<file path="src/rtl/mips_pkg.sv">
// Shared MIPS EX-stage definitions: ALUOp codes, funct fields, ALU control codes
// and the multiply/divide sequencer state encoding.
package mips_pkg;

    typedef enum logic [1:0] {
        ALUOP_ADD   = 2'b00,
        ALUOP_SUB   = 2'b01,
        ALUOP_RTYPE = 2'b10,
        ALUOP_SLT   = 2'b11
    } alu_op_e;

    localparam logic [5:0] FN_SLL   = 6'h00;
    localparam logic [5:0] FN_SRL   = 6'h02;
    localparam logic [5:0] FN_SRA   = 6'h03;
    localparam logic [5:0] FN_JR    = 6'h08;
    localparam logic [5:0] FN_MFHI  = 6'h10;
    localparam logic [5:0] FN_MFLO  = 6'h12;
    localparam logic [5:0] FN_MULT  = 6'h18;
    localparam logic [5:0] FN_MULTU = 6'h19;
    localparam logic [5:0] FN_DIV   = 6'h1A;
    localparam logic [5:0] FN_DIVU  = 6'h1B;
    localparam logic [5:0] FN_ADD   = 6'h20;
    localparam logic [5:0] FN_ADDU  = 6'h21;
    localparam logic [5:0] FN_SUB   = 6'h22;
    localparam logic [5:0] FN_SUBU  = 6'h23;
    localparam logic [5:0] FN_AND   = 6'h24;
    localparam logic [5:0] FN_OR    = 6'h25;
    localparam logic [5:0] FN_XOR   = 6'h26;
    localparam logic [5:0] FN_NOR   = 6'h27;
    localparam logic [5:0] FN_SLT   = 6'h2A;
    localparam logic [5:0] FN_SLTU  = 6'h2B;

    localparam logic [3:0] ALU_AND   = 4'b0000;
    localparam logic [3:0] ALU_OR    = 4'b0001;
    localparam logic [3:0] ALU_ADD   = 4'b0010;
    localparam logic [3:0] ALU_XOR   = 4'b0011;
    localparam logic [3:0] ALU_SUB   = 4'b0110;
    localparam logic [3:0] ALU_SLT   = 4'b0111;
    localparam logic [3:0] ALU_JR    = 4'b1000;
    localparam logic [3:0] ALU_SLTU  = 4'b1001;
    localparam logic [3:0] ALU_MDNOP = 4'b1010;
    localparam logic [3:0] ALU_NOR   = 4'b1100;
    localparam logic [3:0] ALU_SRA   = 4'b1101;
    localparam logic [3:0] ALU_SRL   = 4'b1110;
    localparam logic [3:0] ALU_SLL   = 4'b1111;

    typedef enum logic [1:0] {
        MD_IDLE = 2'd0,
        MD_MUL  = 2'd1,
        MD_DIV  = 2'd2,
        MD_DONE = 2'd3
    } md_state_e;

    function automatic logic is_md_op(input logic [5:0] f);
        return (f == FN_MULT) || (f == FN_MULTU) || (f == FN_DIV) || (f == FN_DIVU);
    endfunction

    function automatic logic is_div_op(input logic [5:0] f);
        return (f == FN_DIV) || (f == FN_DIVU);
    endfunction

    function automatic logic is_signed_md(input logic [5:0] f);
        return (f == FN_MULT) || (f == FN_DIV);
    endfunction

endpackage

</file>
<file path="src/rtl/alu_ctrl_muldiv_if.sv">
// EX-stage bus between the main control FSM (master) and the ALU control /
// multiply-divide block (slave).
interface alu_ctrl_muldiv_if #(
    parameter int WIDTH  = 32,
    parameter int CTRL_W = 4
);
    logic [1:0]        alu_op;
    logic [5:0]        funct;
    logic              issue_i;
    logic [WIDTH-1:0]  rs_val;
    logic [WIDTH-1:0]  rt_val;
    logic [CTRL_W-1:0] alu_ctrl_o;
    logic              jr_o;
    logic              md_sel_o;
    logic [WIDTH-1:0]  md_rdata_o;
    logic              stall_o;
    logic              md_busy_o;
    logic              md_done_o;
    logic              div0_o;

    modport master (
        output alu_op, funct, issue_i, rs_val, rt_val,
        input  alu_ctrl_o, jr_o, md_sel_o, md_rdata_o, stall_o, md_busy_o, md_done_o, div0_o
    );

    modport slave (
        input  alu_op, funct, issue_i, rs_val, rt_val,
        output alu_ctrl_o, jr_o, md_sel_o, md_rdata_o, stall_o, md_busy_o, md_done_o, div0_o
    );

endinterface

</file>
<file path="src/rtl/muldiv_iter.sv">
// Iterative multiply/divide sequencer: radix-2 shift-add multiply, restoring divide,
// one bit per cycle, with signed magnitude pre-processing and final sign fix-up into HI/LO.
module muldiv_iter
    import mips_pkg::*;
#(
    parameter int WIDTH = 32
) (
    input  logic             clk,
    input  logic             rst_n,
    input  logic             i_start,
    input  logic             i_is_div,
    input  logic             i_signed,
    input  logic [WIDTH-1:0] i_rs,
    input  logic [WIDTH-1:0] i_rt,
    output logic [WIDTH-1:0] o_hi,
    output logic [WIDTH-1:0] o_lo,
    output logic             o_busy,
    output logic             o_done,
    output logic             o_div0
);

    localparam int CW = $clog2(WIDTH + 1);

    md_state_e          r_state;
    logic [CW-1:0]      r_cnt;
    logic [WIDTH-1:0]   r_b;
    logic [2*WIDTH-1:0] r_acc;
    logic               r_neg_q;
    logic               r_neg_r;
    logic               r_zero_div;
    logic [WIDTH-1:0]   r_hi;
    logic [WIDTH-1:0]   r_lo;
    logic               r_busy;
    logic               r_done;
    logic               r_div0;

    logic [WIDTH-1:0]   w_abs_rs;
    logic [WIDTH-1:0]   w_abs_rt;
    logic               w_zero_div;
    logic [WIDTH-1:0]   w_acc_lo;
    logic [WIDTH:0]     w_mul_sum;
    logic [2*WIDTH-1:0] w_mul_next;
    logic [2*WIDTH-1:0] w_prod_fix;
    logic [WIDTH:0]     w_rem_sh;
    logic [WIDTH-1:0]   w_rem_diff;
    logic               w_q_bit;
    logic [2*WIDTH-1:0] w_div_next;
    logic [WIDTH-1:0]   w_quot_fix;
    logic [WIDTH-1:0]   w_rem_fix;

    assign w_abs_rs   = (i_signed && i_rs[WIDTH-1]) ? -i_rs : i_rs;
    assign w_abs_rt   = (i_signed && i_rt[WIDTH-1]) ? -i_rt : i_rt;
    assign w_zero_div = i_is_div && (i_rt == '0);
    // A zero divisor keeps the raw dividend so it can be returned in HI unchanged.
    assign w_acc_lo   = !i_is_div ? w_abs_rt : (w_zero_div ? i_rs : w_abs_rs);

    // Multiply: acc = {partial product, remaining multiplier bits}.
    assign w_mul_sum  = {1'b0, r_acc[2*WIDTH-1:WIDTH]} + {1'b0, r_b};
    assign w_mul_next = r_acc[0] ? {w_mul_sum, r_acc[WIDTH-1:1]}
                                 : {1'b0, r_acc[2*WIDTH-1:1]};
    assign w_prod_fix = r_neg_q ? -w_mul_next : w_mul_next;

    // Divide: acc = {partial remainder, dividend bits shifting into quotient}.
    assign w_rem_sh   = r_acc[2*WIDTH-1:WIDTH-1];
    assign w_q_bit    = (w_rem_sh >= {1'b0, r_b});
    assign w_rem_diff = w_rem_sh[WIDTH-1:0] - r_b;
    assign w_div_next = {(w_q_bit ? w_rem_diff : w_rem_sh[WIDTH-1:0]), r_acc[WIDTH-2:0], w_q_bit};
    assign w_quot_fix = r_neg_q ? -w_div_next[WIDTH-1:0] : w_div_next[WIDTH-1:0];
    assign w_rem_fix  = r_neg_r ? -w_div_next[2*WIDTH-1:WIDTH] : w_div_next[2*WIDTH-1:WIDTH];

    always_ff @(posedge clk or negedge rst_n) begin
        if (!rst_n) begin
            r_state    <= MD_IDLE;
            r_cnt      <= '0;
            r_b        <= '0;
            r_acc      <= '0;
            r_neg_q    <= 1'b0;
            r_neg_r    <= 1'b0;
            r_zero_div <= 1'b0;
            r_hi       <= '0;
            r_lo       <= '0;
            r_busy     <= 1'b0;
            r_done     <= 1'b0;
            r_div0     <= 1'b0;
        end else begin
            r_done <= 1'b0;
            case (r_state)
                MD_IDLE, MD_DONE: begin
                    r_state <= MD_IDLE;
                    r_busy  <= 1'b0;
                    if (i_start) begin
                        r_state    <= i_is_div ? MD_DIV : MD_MUL;
                        r_busy     <= 1'b1;
                        r_div0     <= 1'b0;
                        r_cnt      <= CW'(WIDTH);
                        r_zero_div <= w_zero_div;
                        r_b        <= i_is_div ? w_abs_rt : w_abs_rs;
                        r_acc      <= {{WIDTH{1'b0}}, w_acc_lo};
                        r_neg_q    <= i_signed && (i_rs[WIDTH-1] ^ i_rt[WIDTH-1]);
                        r_neg_r    <= i_signed && i_rs[WIDTH-1];
                    end
                end
                MD_MUL: begin
                    r_acc <= w_mul_next;
                    r_cnt <= r_cnt - CW'(1);
                    if (r_cnt == CW'(1)) begin
                        {r_hi, r_lo} <= w_prod_fix;
                        r_state      <= MD_DONE;
                        r_busy       <= 1'b0;
                        r_done       <= 1'b1;
                    end
                end
                MD_DIV: begin
                    // Divide by zero spends this single DIV cycle without iterating.
                    if (r_zero_div) begin
                        r_hi    <= r_acc[WIDTH-1:0];
                        r_lo    <= '1;
                        r_div0  <= 1'b1;
                        r_cnt   <= '0;
                        r_state <= MD_DONE;
                        r_busy  <= 1'b0;
                        r_done  <= 1'b1;
                    end else begin
                        r_acc <= w_div_next;
                        r_cnt <= r_cnt - CW'(1);
                        if (r_cnt == CW'(1)) begin
                            r_hi    <= w_rem_fix;
                            r_lo    <= w_quot_fix;
                            r_state <= MD_DONE;
                            r_busy  <= 1'b0;
                            r_done  <= 1'b1;
                        end
                    end
                end
                default: begin
                    r_state <= MD_IDLE;
                    r_busy  <= 1'b0;
                end
            endcase
        end
    end

    assign o_hi   = r_hi;
    assign o_lo   = r_lo;
    assign o_busy = r_busy;
    assign o_done = r_done;
    assign o_div0 = r_div0;

endmodule

</file>
<file path="src/rtl/alu_ctrl_muldiv.sv">
// EX-stage ALU control: ALUOp/funct decode, multiply/divide issue and stall,
// and the HI/LO read path for mfhi/mflo.
module alu_ctrl_muldiv
    import mips_pkg::*;
#(
    parameter int WIDTH  = 32,
    parameter int CTRL_W = 4
) (
    input  logic            clk,
    input  logic            reset_n,
    alu_ctrl_muldiv_if.slave bus
);

    logic [3:0]       w_ctrl;
    logic             w_jr;
    logic             w_rtype;
    logic             w_is_mf;
    logic             w_md_start;
    logic             w_is_div;
    logic             w_signed;
    logic [WIDTH-1:0] w_rdata;
    logic [WIDTH-1:0] w_hi;
    logic [WIDTH-1:0] w_lo;
    logic             w_busy;
    logic             w_done;
    logic             w_div0;

    always_comb begin
        w_ctrl = ALU_AND;
        w_jr   = 1'b0;
        case (alu_op_e'(bus.alu_op))
            ALUOP_ADD: w_ctrl = ALU_ADD;
            ALUOP_SUB: w_ctrl = ALU_SUB;
            ALUOP_SLT: w_ctrl = ALU_SLT;
            ALUOP_RTYPE: begin
                case (bus.funct)
                    FN_ADD, FN_ADDU:  w_ctrl = ALU_ADD;
                    FN_SUB, FN_SUBU:  w_ctrl = ALU_SUB;
                    FN_AND:           w_ctrl = ALU_AND;
                    FN_OR:            w_ctrl = ALU_OR;
                    FN_XOR:           w_ctrl = ALU_XOR;
                    FN_NOR:           w_ctrl = ALU_NOR;
                    FN_SLT:           w_ctrl = ALU_SLT;
                    FN_SLTU:          w_ctrl = ALU_SLTU;
                    FN_SLL:           w_ctrl = ALU_SLL;
                    FN_SRL:           w_ctrl = ALU_SRL;
                    FN_SRA:           w_ctrl = ALU_SRA;
                    FN_JR: begin
                        w_ctrl = ALU_JR;
                        w_jr   = 1'b1;
                    end
                    FN_MULT, FN_MULTU, FN_DIV, FN_DIVU,
                    FN_MFHI, FN_MFLO: w_ctrl = ALU_MDNOP;
                    default:          w_ctrl = ALU_AND;
                endcase
            end
            default: w_ctrl = ALU_AND;
        endcase
    end

    assign w_rtype    = (bus.alu_op == ALUOP_RTYPE);
    assign w_is_mf    = w_rtype && ((bus.funct == FN_MFHI) || (bus.funct == FN_MFLO));
    assign w_is_div   = is_div_op(bus.funct);
    assign w_signed   = is_signed_md(bus.funct);
    // Issues while the sequencer is iterating are dropped; stall_o keeps the control FSM from trying.
    assign w_md_start = bus.issue_i && w_rtype && is_md_op(bus.funct) && !w_busy;

    muldiv_iter #(
        .WIDTH (WIDTH)
    ) u_muldiv_iter (
        .clk      (clk),
        .rst_n    (reset_n),
        .i_start  (w_md_start),
        .i_is_div (w_is_div),
        .i_signed (w_signed),
        .i_rs     (bus.rs_val),
        .i_rt     (bus.rt_val),
        .o_hi     (w_hi),
        .o_lo     (w_lo),
        .o_busy   (w_busy),
        .o_done   (w_done),
        .o_div0   (w_div0)
    );

    // HI/LO are written on the edge entering DONE, so a stalled mfhi/mflo sees the new value there.
    always_comb begin
        w_rdata = '0;
        if (w_rtype && (bus.funct == FN_MFHI)) begin
            w_rdata = w_hi;
        end else if (w_rtype && (bus.funct == FN_MFLO)) begin
            w_rdata = w_lo;
        end
    end

    assign bus.alu_ctrl_o = CTRL_W'(w_ctrl);
    assign bus.jr_o       = w_jr;
    assign bus.md_sel_o   = w_is_mf;
    assign bus.md_rdata_o = w_rdata;
    assign bus.stall_o    = w_busy || w_md_start;
    assign bus.md_busy_o  = w_busy;
    assign bus.md_done_o  = w_done;
    assign bus.div0_o     = w_div0;

endmodule
</file>
<file path="src/flat_wrapper.sv">
// flat-port wrapper written by rule: the top's interface ports become plain ports
module alu_ctrl_muldiv_flat import mips_pkg::*;
#(
    parameter int WIDTH  = 32,
    parameter int CTRL_W = 4
)
  (clk, reset_n, bus_alu_op, bus_funct, bus_issue_i, bus_rs_val, bus_rt_val, bus_alu_ctrl_o, bus_jr_o, bus_md_sel_o, bus_md_rdata_o, bus_stall_o, bus_md_busy_o, bus_md_done_o, bus_div0_o);
  alu_ctrl_muldiv_if #(.WIDTH(WIDTH), .CTRL_W(CTRL_W)) bus_i ();
  input  logic clk;
  input  logic reset_n;
  input wire logic [$bits(bus_i.alu_op)-1:0] bus_alu_op;
  input wire logic [$bits(bus_i.funct)-1:0] bus_funct;
  input wire logic [$bits(bus_i.issue_i)-1:0] bus_issue_i;
  input wire logic [$bits(bus_i.rs_val)-1:0] bus_rs_val;
  input wire logic [$bits(bus_i.rt_val)-1:0] bus_rt_val;
  output wire logic [$bits(bus_i.alu_ctrl_o)-1:0] bus_alu_ctrl_o;
  output wire logic [$bits(bus_i.jr_o)-1:0] bus_jr_o;
  output wire logic [$bits(bus_i.md_sel_o)-1:0] bus_md_sel_o;
  output wire logic [$bits(bus_i.md_rdata_o)-1:0] bus_md_rdata_o;
  output wire logic [$bits(bus_i.stall_o)-1:0] bus_stall_o;
  output wire logic [$bits(bus_i.md_busy_o)-1:0] bus_md_busy_o;
  output wire logic [$bits(bus_i.md_done_o)-1:0] bus_md_done_o;
  output wire logic [$bits(bus_i.div0_o)-1:0] bus_div0_o;
  assign bus_i.alu_op = bus_alu_op;
  assign bus_i.funct = bus_funct;
  assign bus_i.issue_i = bus_issue_i;
  assign bus_i.rs_val = bus_rs_val;
  assign bus_i.rt_val = bus_rt_val;
  assign bus_alu_ctrl_o = bus_i.alu_ctrl_o;
  assign bus_jr_o = bus_i.jr_o;
  assign bus_md_sel_o = bus_i.md_sel_o;
  assign bus_md_rdata_o = bus_i.md_rdata_o;
  assign bus_stall_o = bus_i.stall_o;
  assign bus_md_busy_o = bus_i.md_busy_o;
  assign bus_md_done_o = bus_i.md_done_o;
  assign bus_div0_o = bus_i.div0_o;
  alu_ctrl_muldiv #(.WIDTH(WIDTH), .CTRL_W(CTRL_W)) u_core (.clk(clk), .reset_n(reset_n), .bus(bus_i));
endmodule
</file>
<file path="config.mk">
export PLATFORM = sky130hd
export DESIGN_NAME = alu_ctrl_muldiv_flat
export DESIGN_NICKNAME = d
export VERILOG_FILES = /design/src/rtl/mips_pkg.sv /design/src/rtl/alu_ctrl_muldiv_if.sv /design/src/rtl/muldiv_iter.sv /design/src/rtl/alu_ctrl_muldiv.sv /design/src/flat_wrapper.sv
export SDC_FILE = /design/constraint.sdc
export NUM_CORES = 1
export LEC_CHECK = 0
export CORE_MARGIN = 5
export CORE_UTILIZATION = 41
export CTS_BUF_LIST = sky130_fd_sc_hd__clkbuf_16
export CTS_CLUSTER_DIAMETER = 150
export DETAILED_ROUTE_END_ITERATION = 8
export GPL_TIMING_DRIVEN = 0
export PLACE_DENSITY_LB_ADDON = 0.15
export SLEW_MARGIN = 10
export SYNTH_ARGS = -nofsm -noshare
export SYNTH_HDL_FRONTEND = slang
export SYNTH_SLANG_ARGS = --single-unit
</file>
<file path="constraint.sdc">
create_clock -name clk -period 6.19 [get_ports clk]
set_clock_uncertainty 0.05 [all_clocks]
set_input_delay 1.238 -clock clk [delete_from_list [all_inputs] [get_ports clk]]
set_output_delay 1.238 -clock clk [all_outputs]
set_load 0.02 [all_outputs]
</file>
==> results of run 1 <==
[logic make-up (layout without fill, tap and decap cells)]
| family | after synthesis | in the layout |
|---|---|---|
| simple gates | 871 | 871 |
| compound gates | 859 | 859 |
| buf+inv | 261 | 403 |
| xor+xnor | 244 | 244 |
| flops | 174 | 174 |
| fa+ha+maj | 75 | 75 |
| mux | 74 | 74 |
[sequential cells by signal (all words and copies together), names as in the netlist, 2 cells and up]
register	count
u_core.u_muldiv_iter.r_acc	64
u_core.u_muldiv_iter.o_hi	32
u_core.u_muldiv_iter.o_lo	32
u_core.u_muldiv_iter.r_b	32
u_core.u_muldiv_iter.r_cnt	6
u_core.u_muldiv_iter.r_state	2
[worst max-delay path, stage by stage, from the launching register on]
cell       delay, ps
dfrtp_1          540
ha_2             500
nand4_2          170
or4_4            610
or3_1            470
o21ba_1          220
o21a_1           190
buf_6            150
nand2_8          100
clkbuf_4         270
buf_8            240
nand2_1           80
o21ai_0          180
ha_2             350
nand4_1          190
nor2_2           190
o2111ai_4        220
o31ai_2          280
xnor2_1          120
a222oi_1         590
o21ai_0          190
[final cells by class]
cell class | count | area share
repair buffers | 113 | 0.0541
multi-input cells | 2123 | 0.629
plain buffers | 184 | 0.0342
clock inverters | 15 | 0.00945
well taps | 600 | 0.0352
inverters | 74 | 0.0133
flip-flops and latches | 174 | 0.205
clock buffers | 17 | 0.0200
[how the worst min path moves through the flow]
stage	from	to	slack (ps)
final	u_core.u_muldiv_iter.o_hi[0]	u_core.u_muldiv_iter.o_hi[0]	430
after global placement	u_core.u_muldiv_iter.o_lo[6]	u_core.u_muldiv_iter.o_lo[6]	410
after floorplan	u_core.u_muldiv_iter.o_hi[18]	u_core.u_muldiv_iter.o_hi[18]	400
after global routing	u_core.u_muldiv_iter.o_lo[20]	u_core.u_muldiv_iter.o_lo[20]	450
after detailed placement	u_core.u_muldiv_iter.o_lo[13]	u_core.u_muldiv_iter.o_lo[13]	420
after CTS	u_core.u_muldiv_iter.o_hi[3]	u_core.u_muldiv_iter.o_hi[3]	440
[power by group]
| part | leakage (nW) | internal (W) | switching, W |
|---|---|---|---|
| sequential | 2.25 | 0.00157 | 0.000443 |
| clock | 0.307 | 0.000648 | 0.000544 |
| combinational | 5.99 | 0.00272 | 0.00584 |
[routing by layer]
metal | vias up | track usage | wire (µm)
li1 | 9517 | - | -
met1 | 10100 | 0.429 | 35500
met2 | 1026 | 0.519 | 37900
met3 | 170 | 0.0693 | 7340
met4 | 0 | 0.137 | 3720
met5 | - | 0 | 0
[synthesized netlist by cell type, drive strengths merged, types with 57 or more instances]
library cell / number
nor2: 219
nor3: 60
dfrtp: 174
xnor2: 153
inv: 74
xor2: 91
nand2: 379
ha: 73
a21oi: 148
o21ai: 287
mux2i: 57
clkbuf: 153
[timing repair]
item,CTS,global route
resized for setup,8,14
buffers inserted,0,0
pin swaps,1,3
endpoints found under the setup margin,14,7
hold buffers,0,0
[metrics by stage]
stage | cells | setup TNS (ps)
after floorplan | 2558 | 0
after global placement | 3270 | -627630
after detailed placement | 3271 | -13090
after CTS | 3301 | 0
after global routing | 3300 | 0
final | 3300 | 0
==> impl_metrics.py, run 1 <==
metrics = {
    "synth": {
        "ys.flop_type": "dfrtp_1",
        "synth_simple_gate_area_share": 0.212,
        "synthAdderAreaFrac": 0.0509,
        "synth-edff-count": 0,
        "syn_area_mm2": 0.0187,
        "synth_top_cell_by_area": "dfrtp_1",
        "synth_xor_area_frac": 0.114,
        "synth_top_area_frac": 0.233,
        "syn_nets": 2708,
        "synth_cell_types": 87,
        "synth_warnings": 0,
        "synthMuxAreaShare": 0.0407,
        "synth_compound_area_frac": 0.296,
        "ys_seq_elements": 174,
        "synth_top_family_by_area": "compound AO/OA/AOI/OAI gates",
        "avgSynthCellArea_um2": 7.32,
        "synth_area_leaders": "dfrtp_1 23%, o21ai_0 7.7%, nand2_1 7.6%",
        "synthCells": 2558,
        "ys_seq_area_frac": 0.233,
        "synthArstFlopShare": 1.00,
    },
    "final_layout": {
        "multi_input_area_mm2": 0.0134,
        "areaGrowthSynthToFinish_pct": 13.9,
        "drive_gt1_frac": 0.0404,
        "final_cell_mix": "378 x nand2_1, 286 x o21ai_0, 216 x nor2_1",
        "final_common_cell": "nand2_1",
        "final_nets": 2837,
        "stdcell_area_mm2": 0.0213,
        "antenna_cells": 0,
        "fillers": 4680,
        "fin_util": 0.471,
        "regArea_mm2": 0.00436,
    },
    "clock_network": {
        "clock_path_buffers": 2,
        "clkSinkCount": 174,
        "numCtsBuffers": 17,
        "insertion_delay_ps": 490,
        "htree_levels": 4,
        "cts_tree": "done",
        "clk_pin_slew_worst_paths_ps": 70,
        "cts_root_buffer": "clkbuf_16",
    },
    "global_routing": {
        "grt_pass1_vias": 19600,
        "grt_start_max_net_pins": 103,
        "grt_use_total": 0.325,
        "grt_pass1_wl_mm": 125,
        "antenna_found_initial": 0,
        "grt-ovfl-total": 0,
    },
    "timing": {
        "finalCritPeriodShare": 0.983,
        "rsz0062_at_grt": "no",
        "max_freq_ghz": 0.164,
        "setup_ws_ps": 104,
        "slew_headroom": 0.177,
        "setup_viol_count_final": 0,
        "post-route-min-period_ps": 6090,
        "timing_hold_violations_final": 0,
        "worstMarginPinSlew_ps": 1230,
        "whs_ps": 434,
        "maxSlewViolCount": 0,
    },
    "routing": {
        "drc": 0,
        "drt_iter0_markers": 2377,
        "totalWireLength_mm": 84.4,
        "drt_pass1_iterations": 8,
        "ant_nets": 0,
        "vias": 20800,
        "wl_per_cell_um": 25.6,
        "vias_per_cell": 6.30,
    },
    "floorplan": {
        "coreArea_mm2": 0.0453,
        "rows": 78,
        "die_h_um": 224,
        "start_util": 0.413,
        "fp.dieW_um": 224,
        "die_area_mm2": 0.0500,
        "ioPinCount": 117,
    },
    "pwr": {
        "p_leak_nw": 8.55,
        "peakVddDrop_v": 0.000341,
        "finalPower_w": 0.0118,
        "power_density_mw_per_mm2": 552,
    },
    "setup_path": {
        "r2r_end": "u_core.u_muldiv_iter.o_hi[26]",
        "r2r_setup_slack_ps": 100,
        "cp.arrival_ps": 6380,
        "path_max_fanout": 19,
        "critPathCaptureType": "flop",
        "crit_start": "u_core.u_muldiv_iter.r_acc[53]",
        "cp-endpoint": "u_core.u_muldiv_iter.o_hi[26]",
        "critPathLaunchType": "flop",
        "cp.required_ps": 6480,
        "criticalPathCategory": "reg -> reg",
        "rr_worst_depth": 20,
        "r2r-start": "u_core.u_muldiv_iter.r_acc[53]",
    },
    "placement": {
        "hpwl_mm": 67.8,
        "placed_area_mm2": 0.0206,
        "place_congestion": 1.02,
        "io_buffers": 112,
        "place_ws_ps": -1200,
    },
    "job": {
        "cap_violations": 0,
    },
    "outcome": {
        "status": "completed",
    },
    "min_path": {
        "hp-class": "reg -> reg",
        "hold_depth": 2,
    },
}
Power figures use the tool's default switching activity.
==> run 2, diff against run 1 <==
--- a/config.mk
+++ b/config.mk
@@ -5,7 +5,7 @@
 export SDC_FILE = /design/constraint.sdc
 export NUM_CORES = 1
 export LEC_CHECK = 0
-export CORE_MARGIN = 5
+export CORE_MARGIN = 2
 export CORE_UTILIZATION = 41
 export CTS_BUF_LIST = sky130_fd_sc_hd__clkbuf_16
 export CTS_CLUSTER_DIAMETER = 150
==> impl_metrics.py, run 2 (synthesis results as in run 1) <==
metrics = {
    "routing": {
        "ant_nets": 0,
        "drt_iter0_markers": 2608,
        "wl_per_cell_um": 25.6,
        "totalWireLength_mm": 84.4,
        "drc": 0,
        "drt_pass1_iterations": 6,
        "vias_per_cell": 6.29,
        "vias": 20700,
    },
    "clock_network": {
        "clock_path_buffers": 2,
        "cts_tree": "done",
        "clk_pin_slew_worst_paths_ps": 80,
        "cts_root_buffer": "clkbuf_16",
        "htree_levels": 4,
        "numCtsBuffers": 17,
        "insertion_delay_ps": 500,
        "clkSinkCount": 174,
    },
    "setup_path": {
        "r2r_setup_slack_ps": 180,
        "criticalPathCategory": "reg -> reg",
        "critPathCaptureType": "flop",
        "slowest_delay_ps": 600,
        "r2r-start": "u_core.u_muldiv_iter.r_acc[49]",
        "cp.required_ps": 6520,
        "path_max_fanout": 19,
        "rr_worst_depth": 21,
        "cp.arrival_ps": 6350,
        "crit_chain": "ha_1, buf_2, nand4_1, or4_4, or3_1, o21ba_1, o21a_1, buf_6, nand2_8, clkbuf_4, buf_8, nand2_1, o21ai_1, ha_2, nand4_1, mux2_2, nand2_1, or4b_1, mux2i_1, a21oi_1, a221o_1",
        "critPathLaunchType": "flop",
        "r2r_end": "u_core.u_muldiv_iter.o_hi[28]",
        "slowest_stage": "or4_4",
    },
    "floorplan": {
        "die_area_mm2": 0.0474,
        "die_h_um": 218,
        "start_util": 0.414,
        "fp.dieW_um": 218,
        "ioPinCount": 117,
        "coreArea_mm2": 0.0452,
        "rows": 78,
    },
    "min_path": {
        "hp-class": "reg -> reg",
        "hold_depth": 2,
        "min-delay-start": "u_core.u_muldiv_iter.o_hi[3]",
        "min_to": "u_core.u_muldiv_iter.o_hi[3]",
    },
    "timing": {
        "finalCritPeriodShare": 0.972,
        "setup_ws_ps": 175,
        "whs_ps": 430,
        "worstMarginPinSlew_ps": 1130,
        "slew_headroom": 0.244,
        "maxSlewViolCount": 0,
        "setup_viol_count_final": 0,
        "post-route-min-period_ps": 6010,
        "timing_hold_violations_final": 0,
        "rsz0062_at_grt": "no",
        "max_freq_ghz": 0.166,
    },
    "placement": {
        "hpwl_mm": 68.3,
        "place_ws_ps": -1100,
        "io_buffers": 112,
        "place_congestion": 1.01,
    },
    "global_routing": {
        "grt_pass1_wl_mm": 125,
        "grt_pass1_vias": 19800,
        "grt_use_total": 0.355,
        "antenna_found_initial": 1,
        "grt_start_max_net_pins": 92,
        "grt-ovfl-total": 0,
    },
    "final_layout": {
        "largest_register": "u_core.u_muldiv_iter.r_acc",
        "antenna_cells": 0,
        "final_nets": 2837,
        "largest_reg_flops": 64,
        "drive_gt1_frac": 0.0407,
        "areaGrowthSynthToFinish_pct": 13.7,
        "fillers": 4736,
        "final_cell_mix": "378 x nand2_1, 284 x o21ai_0, 216 x nor2_1",
        "final_common_cell": "nand2_1",
    },
    "pwr": {
        "peakVddDrop_v": 0.000279,
        "p_leak_nw": 8.53,
        "power_density_mw_per_mm2": 550,
    },
    "job": {
        "cap_violations": 0,
    },
    "outcome": {
        "status": "completed",
    },
}
-- run 2: worst max-delay path by stage --
| stage | start | end | slack [ps] |
|---|---|---|---|
| 2_1_floorplan | u_core.u_muldiv_iter.r_acc[52] | u_core.u_muldiv_iter.o_hi[28] | 950 |
| 3_3_place_gp | reset_n | u_core.u_muldiv_iter.r_acc[39] | -3480 |
| 3_5_place_dp | u_core.u_muldiv_iter.r_acc[31] | u_core.u_muldiv_iter.o_hi[26] | -1100 |
| 4_1_cts | bus_rt_val[0] | u_core.u_muldiv_iter.r_acc[6] | 5 |
| 5_1_grt | u_core.u_muldiv_iter.r_b[20] | u_core.u_muldiv_iter.o_hi[26] | 20 |
| 6_report | u_core.u_muldiv_iter.r_acc[49] | u_core.u_muldiv_iter.o_hi[28] | 180 |
-- run 2: cell type report --
| type | count | area (µm²) | share of cell area |
|---|---|---|---|
| multi-input combinational | 2123 | 13400 | 0.630 |
| sequential | 174 | 4360 | 0.205 |
| timing repair buffer | 113 | 1150 | 0.0542 |
| tap | 600 | 751 | 0.0353 |
| buffer | 184 | 729 | 0.0343 |
| clock buffer | 17 | 425 | 0.0200 |
| inverter | 74 | 283 | 0.0133 |
| clock inverter | 15 | 169 | 0.00794 |
-- run 2: routing by layer --
layer	GRT usage	share of wire
met1	0.461	0.42
met3	0.0774	0.085
met5	0	0
met4	0.172	0.051
met2	0.558	0.44
-- run 2: worst max-delay path, delay by kind of cell (launching register included) --
| family | cells | cell delay, ps |
|---|---|---|
| compound gates | 5 | 990 |
| fa+ha+maj | 2 | 640 |
| buf+inv | 4 | 840 |
| flops | 1 | 520 |
| mux | 2 | 580 |
| simple gates | 8 | 2250 |
-- run 2: through the flow --
stage,setup TNS [ps],cell area [µm²],util,power [W],instances
after floorplan,0,18700,-,0.00735,2558
after global placement,-613180,20600,0.456,0.0101,3270
after detailed placement,-13080,20600,0.456,0.0102,3271
after CTS,0,21200,0.470,0.0114,3301
after global routing,0,21300,0.471,0.0124,3300
final,0,21300,0.471,0.0117,3300
-- run 2: what timing repair did --
item                       CTS  global route
pin swaps                    1             2
hold buffers                 0             0
gates resized for setup      6            21
setup endpoints to repair   14            23
setup buffers                0             0
-- run 2: report_power, final --
part	internal (W)	total (W)	switching (W)	leakage, nW
combinational	0.00272	0.00857	0.00585	5.99
clock	0.000573	0.00113	0.000557	0.282
sequential	0.00157	0.00201	0.000443	2.25
total	0.00486	0.0117	0.00685	8.53
